### src/rtl/router_port_rx.sv
// rtl/router_port_rx.sv - serial-to-byte receiver for one router input port
//
// Decodes frame_n/valid_n/din packets (serial address, pad cycles, LSB-first
// payload) into bytes tagged with address and end-of-packet, buffered in a FIFO.
// Ports:
//   clk, reset      clock, asynchronous active-high reset
//   frame_n         active-low packet frame
//   valid_n         active-low data-bit qualifier (DATA phase only)
//   din             serial data
//   busy_n          registered active-low backpressure to the sender
//   m_valid/m_ready byte stream handshake toward the fabric
//   m_data/m_addr   payload byte and its destination address
//   m_last          last byte of the packet
//   err_pulse       one-cycle protocol or overflow error
//   pkt_count       packets completed without protocol error (wraps)
module router_port_rx #(
  parameter int ADDR_W      = 4,
  parameter int PAD_CYCLES  = 5,
  parameter int FIFO_DEPTH  = 16,
  parameter int BUSY_THRESH = FIFO_DEPTH - 2
) (
  input  logic              clk,
  input  logic              reset,
  input  logic              frame_n,
  input  logic              valid_n,
  input  logic              din,
  output logic              busy_n,
  output logic              m_valid,
  input  logic              m_ready,
  output logic [7:0]        m_data,
  output logic [ADDR_W-1:0] m_addr,
  output logic              m_last,
  output logic              err_pulse,
  output logic [15:0]       pkt_count
);

  localparam int PTR_W = $clog2(FIFO_DEPTH);
  localparam int CNT_W = PTR_W + 1;
  localparam int AI_W  = (ADDR_W > 1) ? $clog2(ADDR_W) : 1;
  localparam int E_W   = ADDR_W + 9;

  localparam logic [2:0] S_ARMED = 3'd0;
  localparam logic [2:0] S_IDLE  = 3'd1;
  localparam logic [2:0] S_ADDR  = 3'd2;
  localparam logic [2:0] S_PAD   = 3'd3;
  localparam logic [2:0] S_DATA  = 3'd4;

  logic [2:0]        state;
  logic [ADDR_W-1:0] addr_sr;
  logic [AI_W-1:0]   addr_cnt;
  logic [3:0]        pad_cnt;
  logic [7:0]        shift_r;
  logic [2:0]        bit_cnt;
  logic [7:0]        stg_data;
  logic              stg_full;

  logic [E_W-1:0]    mem [FIFO_DEPTH];
  logic [PTR_W-1:0]  wr_ptr, rd_ptr;
  logic [CNT_W-1:0]  count;

  logic              bit_take, byte_done, eof;
  logic [7:0]        shift_nxt;
  logic              push_a, push_b, fsm_err, pkt_ok;
  logic [E_W-1:0]    ent_a, ent_b;
  logic              pop, acc_a, acc_b, drop;
  logic [CNT_W-1:0]  space, count_nxt;
  logic [E_W-1:0]    head;

  assign bit_take  = (state == S_DATA) && !valid_n;
  assign shift_nxt = {din, shift_r[7:1]};
  assign byte_done = bit_take && (bit_cnt == 3'd7);
  assign eof       = (state == S_DATA) && frame_n;

  // Push selection. A byte completing on the end-of-frame cycle while the
  // staging slot is occupied needs two pushes in the same cycle.
  always_comb begin
    push_a  = 1'b0;
    push_b  = 1'b0;
    ent_a   = '0;
    ent_b   = '0;
    fsm_err = 1'b0;
    pkt_ok  = 1'b0;
    if (state == S_DATA) begin
      if (byte_done) begin
        if (stg_full) begin
          push_a = 1'b1;
          ent_a  = {addr_sr, 1'b0, stg_data};
          push_b = eof;
          ent_b  = {addr_sr, 1'b1, shift_nxt};
        end else if (eof) begin
          push_a = 1'b1;
          ent_a  = {addr_sr, 1'b1, shift_nxt};
        end
        pkt_ok = eof;
      end else if (eof) begin
        push_a = stg_full;
        ent_a  = {addr_sr, 1'b1, stg_data};
        // bit_take without byte_done leaves partial bits behind
        if (stg_full && (bit_cnt == 3'd0) && !bit_take) pkt_ok = 1'b1;
        else                                              fsm_err = 1'b1;
      end
    end else if ((state == S_ADDR || state == S_PAD) && frame_n) begin
      fsm_err = 1'b1;
    end
  end

  assign m_valid   = (count != '0);
  assign pop       = m_valid && m_ready;
  // A same-cycle pop frees a slot for this cycle's push.
  assign space     = CNT_W'(FIFO_DEPTH) - count + CNT_W'(pop);
  assign acc_a     = push_a && (space >= CNT_W'(1));
  assign acc_b     = push_b && (space >= CNT_W'(2));
  assign drop      = (push_a && !acc_a) || (push_b && !acc_b);
  assign count_nxt = count + CNT_W'(acc_a) + CNT_W'(acc_b) - CNT_W'(pop);

  assign head   = mem[rd_ptr];
  assign m_data = m_valid ? head[7:0] : 8'd0;
  assign m_last = m_valid && head[8];
  assign m_addr = m_valid ? head[E_W-1:9] : '0;

  always_ff @(posedge clk) begin
    if (acc_a) mem[wr_ptr] <= ent_a;
    if (acc_b) mem[wr_ptr + PTR_W'(1)] <= ent_b;
  end

  always_ff @(posedge clk or posedge reset) begin
    if (reset) begin
      wr_ptr    <= '0;
      rd_ptr    <= '0;
      count     <= '0;
      busy_n    <= 1'b1;
      err_pulse <= 1'b0;
      pkt_count <= 16'd0;
    end else begin
      wr_ptr    <= wr_ptr + PTR_W'(acc_a) + PTR_W'(acc_b);
      rd_ptr    <= rd_ptr + PTR_W'(pop);
      count     <= count_nxt;
      busy_n    <= !(count_nxt >= CNT_W'(BUSY_THRESH));
      err_pulse <= fsm_err || drop;
      pkt_count <= pkt_count + 16'(pkt_ok);
    end
  end

  always_ff @(posedge clk or posedge reset) begin
    if (reset) begin
      state    <= S_ARMED;
      addr_sr  <= '0;
      addr_cnt <= '0;
      pad_cnt  <= 4'd0;
      shift_r  <= 8'd0;
      bit_cnt  <= 3'd0;
      stg_data <= 8'd0;
      stg_full <= 1'b0;
    end else begin
      case (state)
        // Wait for frame_n high so a frame already in flight is ignored.
        S_ARMED: if (frame_n) state <= S_IDLE;
        S_IDLE: begin
          stg_full <= 1'b0;
          bit_cnt  <= 3'd0;
          if (!frame_n) begin
            addr_sr  <= ADDR_W'(din);
            addr_cnt <= AI_W'(1);
            pad_cnt  <= 4'd0;
            state    <= (ADDR_W == 1) ? S_PAD : S_ADDR;
          end
        end
        S_ADDR: begin
          if (frame_n) begin
            state <= S_IDLE;
          end else begin
            addr_sr[addr_cnt] <= din;
            addr_cnt          <= addr_cnt + AI_W'(1);
            if (addr_cnt == AI_W'(ADDR_W - 1)) state <= S_PAD;
          end
        end
        S_PAD: begin
          if (frame_n) begin
            state <= S_IDLE;
          end else begin
            pad_cnt <= pad_cnt + 4'd1;
            if (pad_cnt == 4'(PAD_CYCLES - 1)) state <= S_DATA;
          end
        end
        S_DATA: begin
          if (bit_take) begin
            shift_r <= shift_nxt;
            bit_cnt <= bit_cnt + 3'd1;
          end
          if (byte_done) begin
            stg_data <= shift_nxt;
            stg_full <= 1'b1;
          end
          if (frame_n) state <= S_IDLE;
        end
        default: state <= S_ARMED;
      endcase
    end
  end

endmodule

### config.mk
export PLATFORM = sky130hd
export DESIGN_NAME = router_port_rx
export DESIGN_NICKNAME = d
export VERILOG_FILES = /design/src/rtl/router_port_rx.sv
export SDC_FILE = /design/constraint.sdc
export NUM_CORES = 1
export LEC_CHECK = 0
export ABC_AREA = 1
export CAP_MARGIN = 20
export CORE_ASPECT_RATIO = 0.5
export CORE_MARGIN = 2
export CORE_UTILIZATION = 57
export CTS_CLUSTER_DIAMETER = 150
export CTS_CLUSTER_SIZE = 24
export DETAILED_ROUTE_END_ITERATION = 6
export PLACE_DENSITY = 0.77
export SETUP_SLACK_MARGIN = 0.5
export SLEW_MARGIN = 30
export SYNTH_ARGS = -nofsm -noshare
export SYNTH_HDL_FRONTEND = slang
export SYNTH_SLANG_ARGS = --single-unit
export TNS_END_PERCENT = 20
### constraint.sdc
create_clock -name clk -period 3.76 [get_ports clk]
set_input_delay 0.752 -clock clk [delete_from_list [all_inputs] [get_ports clk]]
set_output_delay 0.752 -clock clk [all_outputs]
set_load 0.01 [all_outputs]
---- After elaboration in Yosys (flattened, before gate mapping) ----
Memories as Yosys holds them, arrays and structs flattened.
Index checks and enable logic that the tools add are counted.
cells by class
  reduce and logical (&&, ||, !) cells .... 35
  add/sub/neg operators ................... 13
  equal/unequal tests ..................... 15
  magnitude comparators ................... 5
  mux-type cells .......................... 54
operators with widths
  operator               number
  $mux W13               8
  $mux W1                23
  $mux W3                7
  $mux W4                5
  $add A16 B1 Y16        1
  $pmux W4 S2            2
  $add A5 B1 Y5          3
  $logic_and A1 B1 Y1    13
  $add A4 B1 Y4          3
  $pmux W3 S4            1
  $ne A2 B2 Y1 const B   5
  $add A4 B1 Y4 const B  2
  $mux W8                1
  $reduce_and A2 Y1      4
  $eq A3 B2 Y1 const B   2
  $eq A3 B3 Y1 const B   2
  $logic_not A3 Y1       2
  $ne A3 B2 Y1 const B   2
  $pmux W3 S2            1
  $reduce_and A3 Y1      2
  $reduce_bool A2 Y1     3
  $ge A5 B1 Y1 const B   1
  $ge A5 B2 Y1 const B   1
  $ge A5 B4 Y1 const B   1
  20 further kinds       27
storage, ports and cells
  bits in writable memories ............... 208
  register bits ........................... 64
  output and inout port bits .............. 32
  logic and storage cells ................. 137
  memories ................................ 1
  bits of input ports ..................... 6
memories
  name  words  bits a word  rd ports  clocked after memory_dff  wr ports  line  text
  mem   16     13           1         0                         2         57    logic [E_W-1:0] mem [FIFO_DEPTH];

---- Depth between registers and ports, before layout ----
Gate-level depths: netlist of the first run.
  depth in word-level cells ............... 12
  mapped depth ............................ 23

---- Worst setup path before layout of the first run ----
No wires, ideal clock.
  kind .................................... reg2reg
  start point ............................. register count[2]
  end point ............................... register busy_n
  path buffers ............................ 0
  path slack .............................. 0.121 ns
  period minus slack after synthesis ...... 3.639 ns
  stages on the path, launching flop included .. 22
  arrival time ............................ 3.580 ns
  required time ........................... 3.701 ns
  cells stage by stage .................... dfrtp_1 -> inv_1 -> ha_1 -> nand4_1 -> nand2_1 -> ha_1 -> inv_1 -> ha_1 -> nand2_1 -> nand2_1 -> nor2_1 -> inv_1 -> nor2_1 -> nand2_1 -> nand2_1 -> ha_1 -> fa_1 -> fa_1 -> o21ai_0 -> xor2_1 -> o21ai_0 -> inv_1
between the ends
  word-level cells in the longest chain between the ends .. 10
  elaborated cells between the ends (all ways) .. 13
  those cells by class .................... add/sub: 5; order compare: 3; reduce/logical: 5
ends and longest elaborated chain
  element                     line  text
  start: declaration          59    logic [CNT_W-1:0] count;
  start signal: assignment    137   count <= count_nxt;
  $reduce_bool A5 Y1 *        107   assign m_valid = (count != '0);
  named net m_valid           28    output logic m_valid,
  $logic_and A1 B1 Y1 *       108   assign pop = m_valid && m_ready;
  $add A5 B1 Y5               110   assign space = CNT_W'(FIFO_DEPTH) - count + CNT_W'(pop);
  $ge A5 B1 Y1                111   assign acc_a = push_a && (space >= CNT_W'(1));
  $logic_and A1 B1 Y1         111
  $add A5 B1 Y5 (2 in a row)  114   assign count_nxt = count + CNT_W'(acc_a) + CNT_W'(acc_b) - CNT_W'(pop);
  $sub A5 B1 Y5 *             114
  $ge A5 B4 Y1 *              138   busy_n <= !(count_nxt >= CNT_W'(BUSY_THRESH));
  $logic_not A1 Y1 *          138
  end signal: assignment      138
  end: declaration            27    output logic busy_n,
The timed path passes the listed nets; every way through them passes the cells marked *.
A chain may end at the register's enable or synchronous reset.

---- Worst setup path after layout of the first run ----
  start point ............................. register count[3]
  end point ............................... output port m_addr[0]
between the ends
  word-level cells in the longest chain between the ends .. 2
ends and longest elaborated chain
  element             line  text
  $reduce_bool A5 Y1  107
  $mux W4             119   assign m_addr = m_valid ? head[E_W-1:9] : '0;
  end: declaration    31    output logic [ADDR_W-1:0] m_addr,
No other way between the ends.

==> results.cfg, run 1 <==
[sta]
post-route-period-util_pct = 92.6
finalHoldViolCount = 0
relSlewSlack_pct = 32.8
timing.hold.ws_ns = 0.489
clock_skew_ns = 0.0240
finalSetupViolations = 0
timing.setup.tns_ns = 0
maxSlewViolCount = 0
finalCriticalPeriod_ns = 3.48
maxClockFrequency_mhz = 287
setup_repair_after_global_routing_missed_its_margin = yes
tightest_slew_ns = 1.00

[floorplan]
start_util_pct = 57.6
dieHeight_um = 119
floorplan.rows = 42
io-pin-count = 38
horizontal_die_dimension_um = 234
design.die.area_um2 = 27900
core_area_um2 = 26200

[layout]
post_layout_nonfiller_instances = 2216
flow.area_growth_from_synthesis_pct = 10.7
final_design_area_no_fill_um2 = 16700
drive_gt1_share_pct = 8.74
num_antenna_cells = 0
post-route-util_pct = 63.7
nNetsFinal = 1887

[power_and_ir_drop]
power_density_nw_per_um2 = 556
power.leakage_uw = 0.00775
irDropWorstVdd_uv = 420
internal_uw = 5510
seqPwrFrac_pct = 37.5
swShare_pct = 40.7
clock_power_share_pct = 19.0
share_comb_of_total_power_pct = 43.6
power_switching_uw = 3790

[global_routing]
grt.overflow.total = 0
grt_usage_pct = 30.5
antenna_found_initial = 0
grt_pass1_vias = 12001
grt_first_pass_wirelength_mm = 65.6
gr-max-usage-layer = met2
met3_usage_pct = 7.81
grt_max_degree = 146
met2_resource_use_gr_pct = 45.2
use_met1_pct = 43.3

[placement]
io_buffers = 37
final_gp_congestion = 0.888
dp_hpwl_mm = 25.2
placedCellCount = 2180
post_dp_cell_area_um2 = 16100

[outcome]
status = completed

[synthesis]
synth-compound-area-share_pct = 2.02
synth_xor_area_share_pct = 1.28
synth_simple_gate_area_share_pct = 34.8
ys_ff_latch = 271
syn_inst = 1835
largest_family_of_logic_cells_by_synthesized_area = simple AND/OR/NAND/NOR gates
synth-seq-area-share_pct = 51.8
synth_async_sr_flop_share_pct = 23.2
yosys_warnings = 0
synthesis.area_um2 = 15100
number_of_enable_type_register_cells_in_the_synthesized_netlist = 208
synth_fa_ha_area_share_pct = 2.22
synthDistinctLibCells = 37
ys_dominant_reg_cell = edfxtp_1
syn_avg_cell_area_um2 = 8.23
yosys-mux-area-fraction_pct = 0.0746
syn-num-nets = 1866

[cts]
deepest_level_of_the_cts_h_tree = 1
tritoncts.num_buffers = 15
cts.sink_count = 271
clkTransAtPathRegs_ns = 0.10
worstSkewPairLatency_ns = 0.50
tritoncts = yes
holdBufCountCts = 0
cts_root_buf = clkbuf_16
ctsLongestPathBuffers = 3

[detailed_routing]
firstDrtPassIters = 6
ant_nets = 0
wl_per_cell_um = 18.8
detail_route.vias_per_cell = 5.83
wirelength_mm = 41.6
drc = 0
drtIter0Drc = 1991
route.vias.total = 12920

[worst_setup_path]
end_kind = primary output
critical_path.n_buffers_inverters = 4
worst-endpoint-arrival_ns = 2.73
cp_cell_sequence = inv_2 > ha_4 > nand4_1 > buf_4 > inv_1 > a21oi_1 > clkdlybuf4s50_1
cp_data_required_time_ns = 3.01
worstSetupPathType = reg -> out
cp_max_fo = 13
critical_path.top_delay_family = buffers and inverters
largest_stage_delay_on_the_critical_path_ns = 0.55
crit_slowest_cell = clkdlybuf4s50_1
startpoint_type = flop

[flow_run]
max-cap-violations = 0

[min_path]
min_path_type = reg -> reg
==> cell usage in the layout (no fill, tap or decap), drive strengths merged <==
| master | n |
|---|---|
| a21boi | 1 |
| a21oi | 21 |
| a22oi | 1 |
| a31oi | 1 |
| buf | 78 |
| bufbuf | 2 |
| clkbuf | 24 |
| clkdlybuf4s50 | 33 |
| clkinv | 4 |
| dfrtp | 62 |
| dfstp | 1 |
| dlygate4sd2 | 3 |
| dlymetal6s2s | 1 |
| edfxtp | 208 |
| fa | 3 |
| ha | 22 |
| inv | 167 |
| mux2 | 1 |
| nand2 | 715 |
| nand3 | 196 |
| nand3b | 1 |
| nand4 | 133 |
| nor2 | 130 |
| nor3 | 2 |
| o21ai | 29 |
| o22ai | 2 |
| or2 | 1 |
| xnor2 | 5 |
| xor2 | 17 |
==> power by group through the flow <==
stage | sequential, uW | clock [uW] | combinational, uW
3_3_place_gp | 3530 | 0 | 3620
4_1_cts | 3480 | 1760 | 3850
2_1_floorplan | 3490 | 0 | 2370
6_report | 3480 | 1760 | 4050
5_1_grt | 3500 | 1860 | 4370
3_5_place_dp | 3530 | 0 | 3690
==> cell usage after synthesis, drive strengths merged, types with 2 or more instances <==
cell      n  share of area, %
nand2   715                18
edfxtp  208                41
nand3   196               7.5
inv     166               4.1
nand4   133               5.6
nor2    130               3.7
dfrtp    62                10
buf      59               2.2
clkbuf   54               1.3
o21ai    29              0.99
ha       22               1.8
a21oi    21              0.77
xor2     17              0.99
xnor2     5              0.29
clkinv    4             0.099
fa        3              0.40
nor3      2             0.066
o22ai     2             0.083
==> sequential cells by signal (all words and copies together), names as in the netlist, 2 cells and up <==
signal and cells:
addr_cnt 2, state 3, shift_r 7, count 5, pkt_count 16, addr_sr 4
pad_cnt 4, mem 208, bit_cnt 3, rd_ptr 4, stg_data 8, wr_ptr 4
==> cell type report <==
class | instances | area, um2
clock buffer | 24 | 409
clock inverter | 1 | 20.0
fill | 2108 | 9510
inverter | 170 | 644
multi-input combinational | 1281 | 6220
sequential | 271 | 7830
tap | 352 | 440
timing repair buffer | 117 | 1140
==> per-layer routing <==
layer  up-vias  share of wire, %  routed length, um
met3       112                13               5510
met4         0               3.7               1550
li1       6052                 -                  -
met5         -                 0                  0
met2       788                44              18300
met1      5968                39              16200
==> what timing repair did <==
item | in CTS | in global routing
setup endpoints to repair | 15 | 16
hold endpoints to repair | 0 | 0
gates cloned | 2 | 0
pin swaps | 0 | 15
buffers inserted | 0 | 9
resized for setup | 16 | 15
==> through the flow <==
step,setup slack [ns],total power [uW]
3_5_place_dp,-0.0342,7220
5_1_grt,0.173,9740
6_report,0.279,9290
3_3_place_gp,0.0617,7150
4_1_cts,0.337,9080
2_1_floorplan,0.503,5860
==> logic make-up (layout without fill, tap and decap cells) <==
group	Yosys count	in the layout
AO/OA/AOI/OAI	55	55
XOR/XNOR	22	22
adder cells (fa/ha/maj)	25	25
buffers and inverters	283	312
flip-flops	271	271
multiplexers	1	1
AND/OR/NAND/NOR	1178	1178
==> path summary, 6_finish.rpt <==
kind                               start            end  slack, ns  cells past startpoint
max                             count[3]      m_addr[0]       0.28                      7
max reg2reg                     count[3]         busy_n       0.36                     21
max in group asynchronous          reset      rd_ptr[0]       2.47                      3
min                        pkt_count[15]  pkt_count[15]       0.49                      1
min reg2reg                pkt_count[15]  pkt_count[15]       0.49                      1
min in group asynchronous          reset       count[1]       0.65                      2
(Power assumes the default switching activity.)
==> run 2: changes to the inputs <==
--- a/config.mk
+++ b/config.mk
@@ -13,6 +13,7 @@
 export CTS_CLUSTER_DIAMETER = 150
 export CTS_CLUSTER_SIZE = 24
 export DETAILED_ROUTE_END_ITERATION = 6
+export MAX_ROUTING_LAYER = met4
 export PLACE_DENSITY = 0.77
 export SETUP_SLACK_MARGIN = 0.5
 export SLEW_MARGIN = 30
==> run 2 against run 1 <==
Net effect:
- worst setup slack worse by 0.0056 ns
- sequential power hardly changed
- critical path depth is 2 higher
- hold slack better by 0.00071 ns
- global-route usage is 0.92 points higher
- sequential cell count stayed put
- cell area hardly changed
- largest power group unchanged
==> results.cfg, run 2 (same netlist as run 1, synthesis figures left out) <==
[global_routing]
antenna_found_initial = 0
grt_usage_pct = 31.4
grt_first_pass_wirelength_mm = 65.7
grt_pass1_vias = 11996
grt_max_degree = 146
grt.overflow.total = 0

[sta]
tightest_slew_ns = 0.992
maxSlewViolCount = 0
timing.setup.tns_ns = 0
relSlewSlack_pct = 33.6
post-route-period-util_pct = 92.7
finalSetupViolations = 0
maxClockFrequency_mhz = 287
finalWorstSetupSlack_ns = 0.273
finalHoldViolCount = 0
finalCriticalPeriod_ns = 3.49
clock_skew_ns = 0.0289
setup_repair_after_global_routing_missed_its_margin = yes

[layout]
flow.area_growth_from_synthesis_pct = 10.7
registers_with_the_most_flip_flops = mem x208, pkt_count x16, stg_data x8
most-common-layout-cells = nand2_1, edfxtp_1, nand3_1, inv_1, nand4_1
nNetsFinal = 1887
layout_commonest_cell = nand2_1
register_cell_area_after_layout_um2 = 7830
num_antenna_cells = 0
multiInputGateArea_um2 = 6220
largest_register = mem
max_reg_flops = 208
fillCellCount = 2109
drive_gt1_share_pct = 8.74

[floorplan]
horizontal_die_dimension_um = 234
design.die.area_um2 = 27900
dieHeight_um = 119
start_util_pct = 57.6
floorplan.rows = 42
io-pin-count = 38
core_area_um2 = 26200

[detailed_routing]
drc = 0
ant_nets = 0
route.vias.total = 12920
wl_per_cell_um = 18.8
firstDrtPassIters = 7
detail_route.vias_per_cell = 5.83
wirelength_mm = 41.6
drtIter0Drc = 1945

[power_and_ir_drop]
irDropWorstVdd_uv = 416
swShare_pct = 40.8
clock_power_share_pct = 18.9
power_density_nw_per_um2 = 556
share_comb_of_total_power_pct = 43.6
seqPwrFrac_pct = 37.5
power.leakage_uw = 0.00775
power_switching_uw = 3790
internal_uw = 5510

[cts]
worstSkewPairLatency_ns = 0.50
tritoncts.num_buffers = 15
clkTransAtPathRegs_ns = 0.10
tritoncts = yes
cts_root_buf = clkbuf_16
deepest_level_of_the_cts_h_tree = 1
cts.sink_count = 271
ctsLongestPathBuffers = 3

[placement]
post_place_worst_slack_ns = -0.0342
dp_hpwl_mm = 25.2
final_gp_congestion = 0.902
io_buffers = 37

[worst_setup_path]
cp_data_required_time_ns = 3.01
worst-endpoint-arrival_ns = 2.73
worstSetupPathType = reg -> out
startpoint_type = flop
end_kind = primary output
cp_max_fo = 20

[min_path]
min_path_type = reg -> reg

[flow_run]
max-cap-violations = 0

[outcome]
status = completed
[run 2: cell count changes in the layout (fill, tap and decap cells not counted), sizes merged]
cell and delta:
clkinv -1, inv +1
[run 2: repair_timing]
| action | CTS | global route |
|---|---|---|
| hold endpoints to repair | 0 | 0 |
| setup endpoints to repair | 15 | 16 |
| setup buffers | 0 | 9 |
| cloned | 2 | 0 |
| resized for setup | 16 | 16 |
| hold buffers | 0 | 0 |
| pin swaps | 0 | 15 |
[run 2: layer usage]
metal  vias to the layer above  wire length, um  GRT usage (%)
met5                         -                0              -
met4                         0             1420           10.6
met3                       115             5520           7.18
met2                       767            18400           45.7
met1                      5982            16300           43.6
li1                       6056                -              -
[run 2: power groups by stage]
stage / Sequential, uW / Combinational [uW] / Clock (uW)
after floorplan: 3490 / 2370 / 0
after global placement: 3530 / 3620 / 0
after detailed placement: 3530 / 3690 / 0
after CTS: 3480 / 3850 / 1760
after global routing: 3500 / 4370 / 1870
final: 3480 / 4060 / 1760
[run 2: path summary, 6_finish.rpt]
path	start	to	slack, ns	cells after the start
hold / removal	pkt_count[15]	pkt_count[15]	0.49	1
setup / recovery	rd_ptr[0]	m_data[6]	0.27	9
hold reg to reg	pkt_count[15]	pkt_count[15]	0.49	1
setup reg to reg	count[3]	busy_n	0.38	21
min in group asynchronous	reset	count[1]	0.65	2
max in group asynchronous	reset	shift_r[3]	2.48	3
[run 2: worst max-delay path: stages (launching register included)]
cell,delay (ns)
dfrtp_4,0.54
inv_6,0.14
buf_12,0.18
nand2_1,0.07
nand2_1,0.06
nand2_1,0.05
nand3_1,0.14
nand3_1,0.17
a21oi_1,0.28
clkdlybuf4s50_1,0.59
[run 2: per-stage QoR]
step           instance area [um2]  hold slack (ns)  power (uW)  utilization (%)  cells
6_report                     16700            0.489        9300             63.7   2216
5_1_grt                      16700            0.518        9740             63.7   2216
4_1_cts                      16600            0.493        9080             63.3   2207
3_5_place_dp                 16100            0.473        7220             61.3   2180
3_3_place_gp                 16100            0.474        7150             61.3   2180
2_1_floorplan                15200            0.453        5860                -   1835
[run 2: final cells by class]
cell class	count	area share (%)
repair buffers	117	6.84
clock inverters	1	0.120
multi-input cells	1281	37.2
clock buffers	24	2.45
well taps	352	2.64
inverters	170	3.86
flip-flops and latches	271	46.8
==> run 3: changes to the inputs <==
--- a/config.mk
+++ b/config.mk
@@ -9,12 +9,11 @@
 export CAP_MARGIN = 20
 export CORE_ASPECT_RATIO = 0.5
 export CORE_MARGIN = 2
-export CORE_UTILIZATION = 57
+export CORE_UTILIZATION = 40
 export CTS_CLUSTER_DIAMETER = 150
 export CTS_CLUSTER_SIZE = 24
 export DETAILED_ROUTE_END_ITERATION = 6
 export MAX_ROUTING_LAYER = met4
-export PLACE_DENSITY = 0.77
 export SETUP_SLACK_MARGIN = 0.5
 export SLEW_MARGIN = 30
 export SYNTH_ARGS = -nofsm -noshare
==> run 3 against run 2 <==
Net effect:
- via count is 1.9% lower
- cell area is 2.4% higher
- global-route usage shrank 7.9 points
- sequential share of layout area is 1.1 points lower
- highest routed layer unchanged
- combinational power up 1%
- wire length increased by 8.6%
- die area increased by 41%
- critical path type unchanged
- clock power is 5% higher
- fmax shrank 0.26%
- first-iteration DRC count fell by 26%
==> results.cfg, run 3 (same netlist as run 1, synthesis figures left out) <==
[sta]
finalCriticalPeriod_ns = 3.50
finalHoldViolCount = 0
tightest_slew_ns = 1.03
clock_skew_ns = 0.0514
finalSetupViolations = 0
relSlewSlack_pct = 31.0
maxClockFrequency_mhz = 286
maxSlewViolCount = 0
setup_repair_after_global_routing_missed_its_margin = yes
post-route-period-util_pct = 93.0

[worst_setup_path]
worst-endpoint-arrival_ns = 2.74
rr_endpoint = busy_n
critical_path.top_delay_family = buffers and inverters
setup.worst_path.start = rd_ptr[0]
end_kind = primary output
endpoint = m_last
crit_slowest_cell = dfrtp_4
reg2reg_setup_slack_ns = 0.42
worstSetupPathType = reg -> out
largest_stage_delay_on_the_critical_path_ns = 0.58
cp_max_fo = 21
cp_data_required_time_ns = 3.01
cp_cell_sequence = clkinv_8 > buf_16 > nand2_1 > nand2_1 > nand2_1 > nand3_1 > nand3_1 > a21oi_1 > clkdlybuf4s50_1
critical_register_to_register_path_startpoint = count[3]
critical_path.n_buffers_inverters = 3
path_depth = 9
cp_common_cell = nand2_1
reg2reg_depth = 21
startpoint_type = flop

[placement]
post_dp_cell_area_um2 = 16400
dp_hpwl_mm = 27.6
io_buffers = 37
placedCellCount = 2328
final_gp_congestion = 0.905

[detailed_routing]
ant_nets = 0
wirelength_mm = 45.2
drtIter0Drc = 1432
firstDrtPassIters = 6
detail_route.vias_per_cell = 5.35
route.vias.total = 12679
drc = 0
wl_per_cell_um = 19.1

[global_routing]
grt_first_pass_wirelength_mm = 69.5
antenna_found_initial = 0
grt_max_degree = 146
grt_usage_pct = 23.5
grt_pass1_vias = 11523
grt.overflow.total = 0

[layout]
layout_commonest_cell = nand2_1
registers_with_the_most_flip_flops = mem x208, pkt_count x16, stg_data x8
final_design_area_no_fill_um2 = 17100
largest_register = mem
nNetsFinal = 1896
flow.area_growth_from_synthesis_pct = 13.4
post_layout_nonfiller_instances = 2368
post-route-util_pct = 45.9
most-common-layout-cells = nand2_1, edfxtp_1, nand3_1, inv_1, nand4_1
max_reg_flops = 208
drive_gt1_share_pct = 9.77
num_antenna_cells = 0

[outcome]
status = completed

[floorplan]
io-pin-count = 38
start_util_pct = 40.5
design.die.area_um2 = 39400
dieHeight_um = 141
horizontal_die_dimension_um = 279
floorplan.rows = 50
core_area_um2 = 37300

[cts]
clkTransAtPathRegs_ns = 0.10
tritoncts = yes
cts.sink_count = 271
tritoncts.num_buffers = 15
ctsLongestPathBuffers = 3
deepest_level_of_the_cts_h_tree = 1
holdBufCountCts = 0
worstSkewPairLatency_ns = 0.54
cts_root_buf = clkbuf_16

[min_path]
hold_path_depth = 1
min_path_type = reg -> reg
hold_path_startpoint = pkt_count[15]

[flow_run]
max-cap-violations = 0

[power_and_ir_drop]
power.leakage_uw = 0.00790
irDropWorstVdd_uv = 412
power_density_nw_per_um2 = 552
-- run 3: cell types whose count changed in the layout (fill, tap and decap cells not counted), sizes merged --
cell,change
buf,+9
clkdlybuf4s50,-8
dlymetal6s2s,+8
clkbuf,+4
dlygate4sd2,-3
clkinv,+2
inv,-2
bufbuf,-1
clkinvlp,+1
-- run 3: per-stage QoR --
| step | total power, uW | setup WS [ns] | hold WS [ns] | setup TNS, ns |
|---|---|---|---|---|
| floorplan | 5860 | 0.503 | 0.453 | 0 |
| global placement | 7290 | 0.0598 | 0.461 | 0 |
| detailed placement | 7330 | -0.0227 | 0.466 | -0.0227 |
| CTS | 9340 | 0.272 | 0.480 | 0 |
| global route | 9980 | 0.200 | 0.493 | 0 |
| finish | 9460 | 0.264 | 0.475 | 0 |
-- run 3: how the worst min path moves through the flow --
stage / slack [ns] / end
4_1_cts: 0.48 / pkt_count[15]
2_1_floorplan: 0.45 / addr_sr[3]
6_report: 0.48 / pkt_count[15]
5_1_grt: 0.49 / pkt_count[15]
3_5_place_dp: 0.47 / pkt_count[15]
3_3_place_gp: 0.46 / pkt_count[15]
-- run 3: area by class of cell --
| type | count | area, um2 |
|---|---|---|
| Timing Repair Buffer | 126 | 1340 |
| Multi-Input combinational cell | 1281 | 6240 |
| Fill cell | 3614 | 20200 |
| Inverter | 170 | 654 |
| Sequential cell | 271 | 7830 |
| Clock inverter | 2 | 28.8 |
| Tap cell | 494 | 618 |
| Clock buffer | 24 | 409 |
-- run 3: timing repair --
item                                    CTS  global route
buffers inserted                          5             6
endpoints found under the setup margin   15           294
endpoints found under the hold margin     0             0
resized for setup                        13            28
pin swaps                                 1            13
cloned                                    2             1
-- run 3: power by group --
group | switching [uW] | internal [uW] | leakage, uW | total [uW]
clock | 1060 | 779 | 0.000210 | 1840
sequential | 168 | 3340 | 0.00277 | 3510
combinational | 2710 | 1400 | 0.00492 | 4110
total | 3940 | 5520 | 0.00790 | 9460
-- run 3: layer usage --
layer  global-route usage, %  wire length (um)  part of all wire, %  vias to the layer above
met5                       -                 0                    0                        -
met4                    5.18               916                  2.0                        0
met3                    4.31              4270                  9.4                       58
met2                    33.6             19400                   43                      591
met1                    34.5             20700                   46                     5944
li1                        -                 -                    -                     6086
